[src/rtl/reg_writeback.sv]
// Write-side sequencer for the 16x16 register file: buffers result packets in a
// small FIFO, drains one per cycle to the write ports, and exposes pending/forwarding.
module reg_writeback #(
    parameter int DEPTH = 2,
    parameter int DW    = 16
) (
    input  logic          clk,
    input  logic          rst,
    input  logic          in_valid,
    output logic          in_ready,
    input  logic [3:0]    in_dst,
    input  logic [DW-1:0] in_data,
    input  logic [DW-1:0] in_r15_data,
    input  logic          in_wr,
    input  logic          in_wr15,
    input  logic          hold,
    output logic [3:0]    regDst,
    output logic [DW-1:0] regDstData,
    output logic [DW-1:0] regR15Data,
    output logic          wr,
    output logic          wrR15,
    output logic [15:0]   pending,
    input  logic [3:0]    qR1,
    input  logic [3:0]    qR2,
    output logic          fwdHit1,
    output logic [DW-1:0] fwdData1,
    output logic          fwdHit2,
    output logic [DW-1:0] fwdData2
);
    localparam int          AW       = $clog2(DEPTH);
    localparam logic [AW:0] FULL_CNT = (AW+1)'(DEPTH);

    typedef struct packed {
        logic          wr;
        logic          wr15;
        logic [3:0]    dst;
        logic [DW-1:0] data;
        logic [DW-1:0] r15;
    } entry_t;

    // Handshake: a packet transfers on a rising edge where in_valid and in_ready
    // are both high; in_ready is a function of the registered count only.
    entry_t        mem_q [DEPTH];
    logic [AW-1:0] wr_ptr_q;
    logic [AW-1:0] rd_ptr_q;
    logic [AW:0]   count_q;
    logic [AW:0]   count_d;
    entry_t        out_q;
    entry_t        in_entry;
    entry_t        head;
    logic          push;
    logic          pop;

    assign in_ready = (count_q != FULL_CNT);
    assign push     = in_valid & in_ready & (in_wr | in_wr15);
    assign pop      = ~hold & (count_q != '0);
    assign head     = mem_q[rd_ptr_q];
    assign count_d  = count_q + (AW+1)'(push) - (AW+1)'(pop);

    // A dual write aimed at R15 collapses onto the dedicated R15 port.
    assign in_entry = '{wr:   in_wr & ~(in_wr15 & (in_dst == 4'd15)),
                        wr15: in_wr15,
                        dst:  in_dst,
                        data: in_data,
                        r15:  in_r15_data};

    always_ff @(posedge clk) begin
        if (push) begin
            mem_q[wr_ptr_q] <= in_entry;
        end
    end

    always_ff @(posedge clk or negedge rst) begin
        if (!rst) begin
            wr_ptr_q <= '0;
            rd_ptr_q <= '0;
            count_q  <= '0;
            out_q    <= '0;
        end else begin
            if (push) begin
                wr_ptr_q <= wr_ptr_q + AW'(1);
            end
            if (pop) begin
                rd_ptr_q <= rd_ptr_q + AW'(1);
                out_q    <= head;
            end else begin
                out_q.wr   <= 1'b0;
                out_q.wr15 <= 1'b0;
            end
            count_q <= count_d;
        end
    end

    assign regDst     = out_q.dst;
    assign regDstData = out_q.data;
    assign regR15Data = out_q.r15;
    assign wr         = out_q.wr;
    assign wrR15      = out_q.wr15;

    function automatic logic [DW:0] match(input entry_t e, input logic [3:0] q);
        logic [DW:0] r;
        r = '0;
        if (e.wr15 && (q == 4'd15)) begin
            r = {1'b1, e.r15};
        end else if (e.wr && (e.dst == q)) begin
            r = {1'b1, e.data};
        end
        return r;
    endfunction

    logic [15:0]   pend;
    logic [DW:0]   f1;
    logic [DW:0]   f2;
    logic [DW:0]   m1;
    logic [DW:0]   m2;
    logic [AW-1:0] idx;

    // Walk oldest to youngest so a younger match overwrites an older one.
    always_comb begin
        pend = '0;
        idx  = rd_ptr_q;
        m1   = '0;
        m2   = '0;
        f1   = match(out_q, qR1);
        f2   = match(out_q, qR2);
        if (out_q.wr) pend[out_q.dst] = 1'b1;
        if (out_q.wr15) pend[15] = 1'b1;
        for (int k = 0; k < DEPTH; k++) begin
            idx = rd_ptr_q + AW'(k);
            if ((AW+1)'(k) < count_q) begin
                if (mem_q[idx].wr) pend[mem_q[idx].dst] = 1'b1;
                if (mem_q[idx].wr15) pend[15] = 1'b1;
                m1 = match(mem_q[idx], qR1);
                m2 = match(mem_q[idx], qR2);
                if (m1[DW]) f1 = m1;
                if (m2[DW]) f2 = m2;
            end
        end
    end

    assign pending  = pend;
    assign fwdHit1  = f1[DW];
    assign fwdData1 = f1[DW-1:0];
    assign fwdHit2  = f2[DW];
    assign fwdData2 = f2[DW-1:0];

endmodule

[config.mk]
export PLATFORM = sky130hd
export DESIGN_NAME = reg_writeback
export DESIGN_NICKNAME = d
export VERILOG_FILES = /design/src/rtl/reg_writeback.sv
export SDC_FILE = /design/constraint.sdc
export NUM_CORES = 1
export LEC_CHECK = 0
export ABC_AREA = 1
export CORE_UTILIZATION = 30
export CTS_CLUSTER_DIAMETER = 30
export DETAILED_ROUTE_END_ITERATION = 8
export SLEW_MARGIN = 20
export SYNTH_ARGS = -nofsm -noshare
export SYNTH_HDL_FRONTEND = slang
export SYNTH_SLANG_ARGS = --single-unit
[constraint.sdc]
create_clock -name clk -period 3.62 [get_ports clk]
set_input_delay 0.724 -clock clk [delete_from_list [all_inputs] [get_ports clk]]
set_output_delay 0.724 -clock clk [all_outputs]
set_load 0.02 [all_outputs]
==> flow_summary.ini, run 1 <==
[route]
wl_per_cell_um = 16.95
drt-initial-drc-count = 627
drc = 0
ant_nets = 0
dr_total_vias = 7748
drt_wl_total_mm = 26.84
drtPass1Iterations = 7
routed_via_density = 4.895

[power]
leakage_nw = 4.828
p_per_area_mw_per_mm2 = 783.4
vdd_drop_max_mv = 0.2647

[timing]
clock.fmax_ghz = 0.2838
final-setup-viol-count = 0
hold_viol_final = 0
rsz0062_at_grt = yes
whs_ns = 0.3811
final.min_clock_period_ns = 3.523
slew_viol_final = 0
finalCritPeriodShare = 0.9733
slew-limit-headroom = 0.4632
tightest_slew_ns = 0.8051
final.setup.tns_ns = 0
fin_skew_ns = 0.006304

[synth]
yosysTopAreaCell = edfxtp_1
synth_seq_cells = 118
yosysSeqAreaShare = 0.4258
syn_area_mm2 = 0.007829
synth_area_leaders = edfxtp_1 (29%), nand2_1 (18%), dfrtp_1 (13%), o21ai_0 (6.1%), nand3_1 (4.8%)
synthDistinctLibCells = 38
yosys_warnings = 0
synth.top_cell.area_share = 0.2915
syn_avg_cell_area_um2 = 7.296
syn_nets = 1125
synthCells = 1073

[floorplan]
die_h_um = 163.5
core_area_mm2 = 0.02540
fp.dieW_um = 163.5
start_util = 0.3082
num_io_pins = 139
die_area_mm2 = 0.02675
rows = 58

[outcome]
status = complete, no violations

[finish]
layout_common_cells = nand2_1 (363), clkdlybuf4s50_1 (99), nor2_1 (91), o21ai_0 (91), inv_1 (87)
nNetsFinal = 1292
layout_commonest_cell = nand2_1
stdcell_area_mm2 = 0.01061
area_delta_synth_final_pct = 35.54
drive_gt1_frac = 0.1229
antenna_cells = 0

[placement]
place_hpwl_mm = 20.86
postPlaceCellArea_mm2 = 0.009987
place.gp.congestion = 0.9114
portBuffers = 138

[clock_tree]
cts_root_buf = clkbuf_16
cts.sinks = 118
holdBufCountCts = 0
cts.clk_slew.worst_paths_ns = 0.06
clockBufferDepth = 2
cts_htree_levels = 4
clock_latency_ns = 0.42
cts_inserted_buffers = 17
cts_tree = yes

[critical_path]
startpoint_type = input pin
cp.arrival_ns = 2.80
crit_type = input pin to primary output
end_kind = primary output
critPathRequiredTime_ns = 2.90
crit_fanout = 17

[global_route]
antenna_found_initial = 0
grt_max_degree = 56
grt_first_pass_wirelength_mm = 40.95
grt.overflow.total = 0
grt_pass1_vias = 7001
grt_usage = 0.2034

[worst_hold_path]
hp-class = input pin to async pin

[job]
drv_cap = 0
[final cells by class]
cell class	instances	area, µm²
clock buffer	17	425.4
clock inverter	15	131.4
fill	2626	14790
inverter	93	361.6
multi-input combinational	802	3930
sequential	118	3337
tap	330	412.9
timing repair buffer	208	2013
[repair_timing]
item | in CTS | in global routing
resized for setup | 49 | 29
setup endpoints to repair | 42 | 41
pin swaps | 3 | 1
buffers inserted | 3 | 3
[critical path, stage by stage]
cell and delay [ns]:
clkdlybuf4s50_1 0.48, buf_4 0.15, xnor2_1 0.11, nand3_1 0.10, nor2_2 0.18, buf_12 0.18
a21oi_1 0.09, a21oi_1 0.16, nor2_1 0.08, nor2_1 0.09, buf_4 0.13, dlygate4sd2_1 0.33
[through the flow]
step	util	instances	setup slack (ns)	power, mW
final	0.4178	1583	0.09676	8.313
after global routing	0.4178	1583	-0.06896	8.857
after CTS	0.4166	1580	-0.004222	8.270
after detailed placement	0.3932	1545	-0.3007	6.682
after global placement	0.3932	1545	-0.2975	6.658
after floorplan	-	1073	0.6662	4.784
[state kept, by name, summed over array words and instances, names as in the netlist]
register    count
wr_ptr_q        1
regDstData     16
rd_ptr_q        1
wr              1
regR15Data     16
regDst          4
mem_q          76
count_q         2
wrR15           1
[report_power, final]
group          internal [mW]  leakage (nW)  switching [mW]
sequential              1.85          1.22           0.319
clock                  0.904         0.275           0.701
combinational           1.59          3.34            2.95
[path summary, 6_finish.rpt]
path / start / cells past startpoint / to / slack [ns]
setup / recovery: qR2[2] / 12 / fwdData2[3] / 0.1
hold / removal: rst / 1 / regDstData[8]$_DFFE_PN0P_ / 0.38
setup reg to reg: count_q[1]$_DFF_PN0_ / 9 / count_q[1]$_DFF_PN0_ / 1.12
hold reg to reg: regDstData[5]$_DFFE_PN0P_ / 2 / regDstData[5]$_DFFE_PN0P_ / 0.54
max in group asynchronous: rst / 2 / wr$_DFF_PN0_ / 2.59
min in group clk: regDstData[5]$_DFFE_PN0P_ / 2 / regDstData[5]$_DFFE_PN0P_ / 0.54
[cell usage after synthesis]
master,number
nand2_2,12
nand3b_1,18
dfrtp_1,42
or2_2,2
ha_1,2
a22oi_1,17
buf_1,4
o211ai_1,12
o311ai_0,2
xnor2_1,5
buf_2,28
buf_6,6
o21ai_1,2
o21ai_0,95
nor2_2,5
buf_4,2
o22ai_1,5
inv_2,5
o2111ai_1,2
o221ai_1,7
edfxtp_1,76
inv_4,1
nand2_1,365
a21oi_1,19
inv_1,87
a31oi_1,7
nor2_1,95
clkbuf_1,20
o21a_1,1
nand4_1,18
xor2_1,8
o21ai_2,3
nand3_1,75
nand2_4,2
nor3_1,5
mux2i_1,15
nor4_1,2
nand3_2,1
[cells by family (layout without fill, tap and decap cells)]
logic type,after synthesis,in the layout,synth area share
fa+ha+maj,2,2,0.003196
buf+inv,153,333,0.08486
mux,15,15,0.01918
flops,118,118,0.4258
simple gates,600,600,0.3243
xor+xnor,13,13,0.01454
compound gates,172,172,0.1282
[per-layer routing]
layer,GRT usage,up-vias,part of all wire
met3,0.03352,15,0.066
met2,0.2964,286,0.44
li1,-,3903,-
met5,0,-,0
met1,0.3053,3544,0.49
met4,0.05766,0,0.012
No activity file was read; power rests on OpenSTA's default activity.
==> run 2: changes to the inputs <==
Settings changed: SKIP_CTS_REPAIR_TIMING from default to 1, TNS_END_PERCENT from default to 50.
==> run 2 against run 1 <==
  * The run now ends with setup timing left
  * Fmax is 5.0% lower
  * Critical endpoint is now pending[15]
  * Core utilization is 0.38 points higher
  * Clock skew is 0.0011 ns higher
  * Highest routed layer unchanged
==> flow_summary.ini, run 2 (same netlist as run 1, synthesis figures left out) <==
[outcome]
status = finished, violations left
failed_checks = setup timing

[finish]
layout.cells.non_filler = 1582
nNetsFinal = 1291
seq_area_mm2 = 0.003337
layout_commonest_cell = nand2_1
fill_cells = 2605
drive_gt1_frac = 0.1142
multi_input_area_mm2 = 0.003901
antenna_cells = 0
area_delta_synth_final_pct = 36.78
regMostFlops = mem_q
largest_reg_flops = 76
layout_common_cells = nand2_1 (364), clkdlybuf4s50_1 (102), o21ai_0 (93), nor2_1 (91), inv_1 (87)

[placement]
pre_cts_slack_ns = -0.3007
place_hpwl_mm = 20.86
portBuffers = 138
dp.cells = 1545
place.gp.congestion = 0.9114

[route]
dr_total_vias = 7759
drt_wl_total_mm = 26.91
wl_per_cell_um = 17.01
ant_nets = 0
drtPass1Iterations = 6
routed_via_density = 4.905
drt-initial-drc-count = 596
drc = 0

[global_route]
grt_use_met1 = 0.3042
top_usage_layer = met1
met3_usage = 0.03327
use_met2 = 0.2939
antenna_found_initial = 0
grt_first_pass_wirelength_mm = 40.71
grt.overflow.total = 0
grt_usage = 0.2024
grt_pass1_vias = 6973
grt_max_degree = 56

[clock_tree]
cts.sinks = 118
cts_root_buf = clkbuf_16
cts_inserted_buffers = 17
cts.clk_slew.worst_paths_ns = 0.06
clock_latency_ns = 0.42
clockBufferDepth = 2
cts_htree_levels = 4
cts_tree = yes

[power]
switching_share = 0.4731
leakage_nw = 5.244
vdd_drop_max_mv = 0.2623
p_per_area_mw_per_mm2 = 780.4
power_frac_comb = 0.549
power.share.sequential = 0.260
total_power_mw = 8.356
p_clk_frac = 0.191
switchingPower_mw = 3.953
p_int_mw = 4.403

[floorplan]
die_h_um = 163.5
fp.dieW_um = 163.5
rows = 58
die_area_mm2 = 0.02675
start_util = 0.3082
core_area_mm2 = 0.02540
num_io_pins = 139

[timing]
whs_ns = 0.3858
rsz0062_at_grt = yes
hold_viol_final = 0
setup_ws_ns = -0.09014
final-setup-viol-count = 5
slew_viol_final = 0
fin_skew_ns = 0.007398
finalCritPeriodShare = 1.025
final.min_clock_period_ns = 3.710
slew-limit-headroom = 0.4703
tightest_slew_ns = 0.7945
clock.fmax_ghz = 0.2695

[critical_path]
cp_slowest_cell = clkdlybuf4s50_1
regToRegSetupSlack_ns = 1.13
critPathRequiredTime_ns = 2.90
crit_fanout = 8
crit_path_max_incr_delay_ns = 0.65
cp.arrival_ns = 2.99
crit_type = flop to primary output
startpoint_type = flop
startpoint = rd_ptr_q$_DFFE_PN0P_
reg2reg_depth = 9
r2r-start = count_q[1]$_DFF_PN0_
end_kind = primary output
r2r_end = count_q[1]$_DFF_PN0_
path_cells = buf_2 -> o21ai_2 -> inv_1 -> nor2_1 -> a21oi_1 -> or2_2 -> o2111ai_1 -> clkdlybuf4s50_1

[job]
drv_cap = 0

[worst_hold_path]
hp-class = input pin to async pin
run 2: cell types whose count changed in the layout (fill, tap and decap cells not counted), sizes merged:
cell           delta
buf               -1
dlygate4sd2      -24
clkdlybuf4s50     +3
dlymetal6s2s     +31
clkinv            +1
inv               -1
clkdlybuf4s15     -5
clkbuf            -5
run 2: how the worst max path moves through the flow:
| stage | end | cells after the start |
|---|---|---|
| 2_1_floorplan | mem_q[0][0]$_DFFE_PP_ | 2 |
| 5_1_grt | pending[5] | 8 |
| 3_5_place_dp | fwdData2[9] | 11 |
| 6_report | pending[15] | 8 |
| 3_3_place_gp | fwdData2[9] | 11 |
| 4_1_cts | fwdData1[4] | 12 |
run 2: final cells by class:
cell class,count,area share
repair buffers,207,0.1997
multi-input cells,802,0.3643
clock inverters,15,0.01227
well taps,330,0.03856
clock buffers,17,0.03973
inverters,93,0.03377
flip-flops and latches,118,0.3116
run 2: layer usage:
layer | up-vias | routed length (µm)
met5 | - | 0
met4 | 0 | 307
met3 | 19 | 1653
met2 | 276 | 11770
met1 | 3558 | 13180
li1 | 3906 | -
run 2: per-stage QoR:
| stage | utilization | instance area, µm² | setup TNS, ns |
|---|---|---|---|
| final | 0.4216 | 10710 | -0.1504 |
| after CTS | 0.4151 | 10540 | -13.03 |
| after detailed placement | 0.3932 | 9987 | -6.544 |
| after global placement | 0.3932 | 9987 | -5.511 |
| after floorplan | - | 7829 | 0 |
| after global routing | 0.4216 | 10710 | -1.964 |
run 2: critical path: cells and delay by family (launching register included):
kind | cells | cell delay (ns)
simple gates | 2 | 0.53
buf+inv | 3 | 1.02
flops | 1 | 0.56
compound gates | 3 | 0.46
run 2: power by group through the flow:
stage / Sequential, mW / Combinational (mW) / Clock, mW
5_1_grt: 2.23 / 4.98 / 1.68
3_5_place_dp: 2.21 / 4.47 / 0
2_1_floorplan: 2.32 / 2.46 / 0
4_1_cts: 2.18 / 4.49 / 1.63
6_report: 2.17 / 4.59 / 1.60
3_3_place_gp: 2.20 / 4.46 / 0
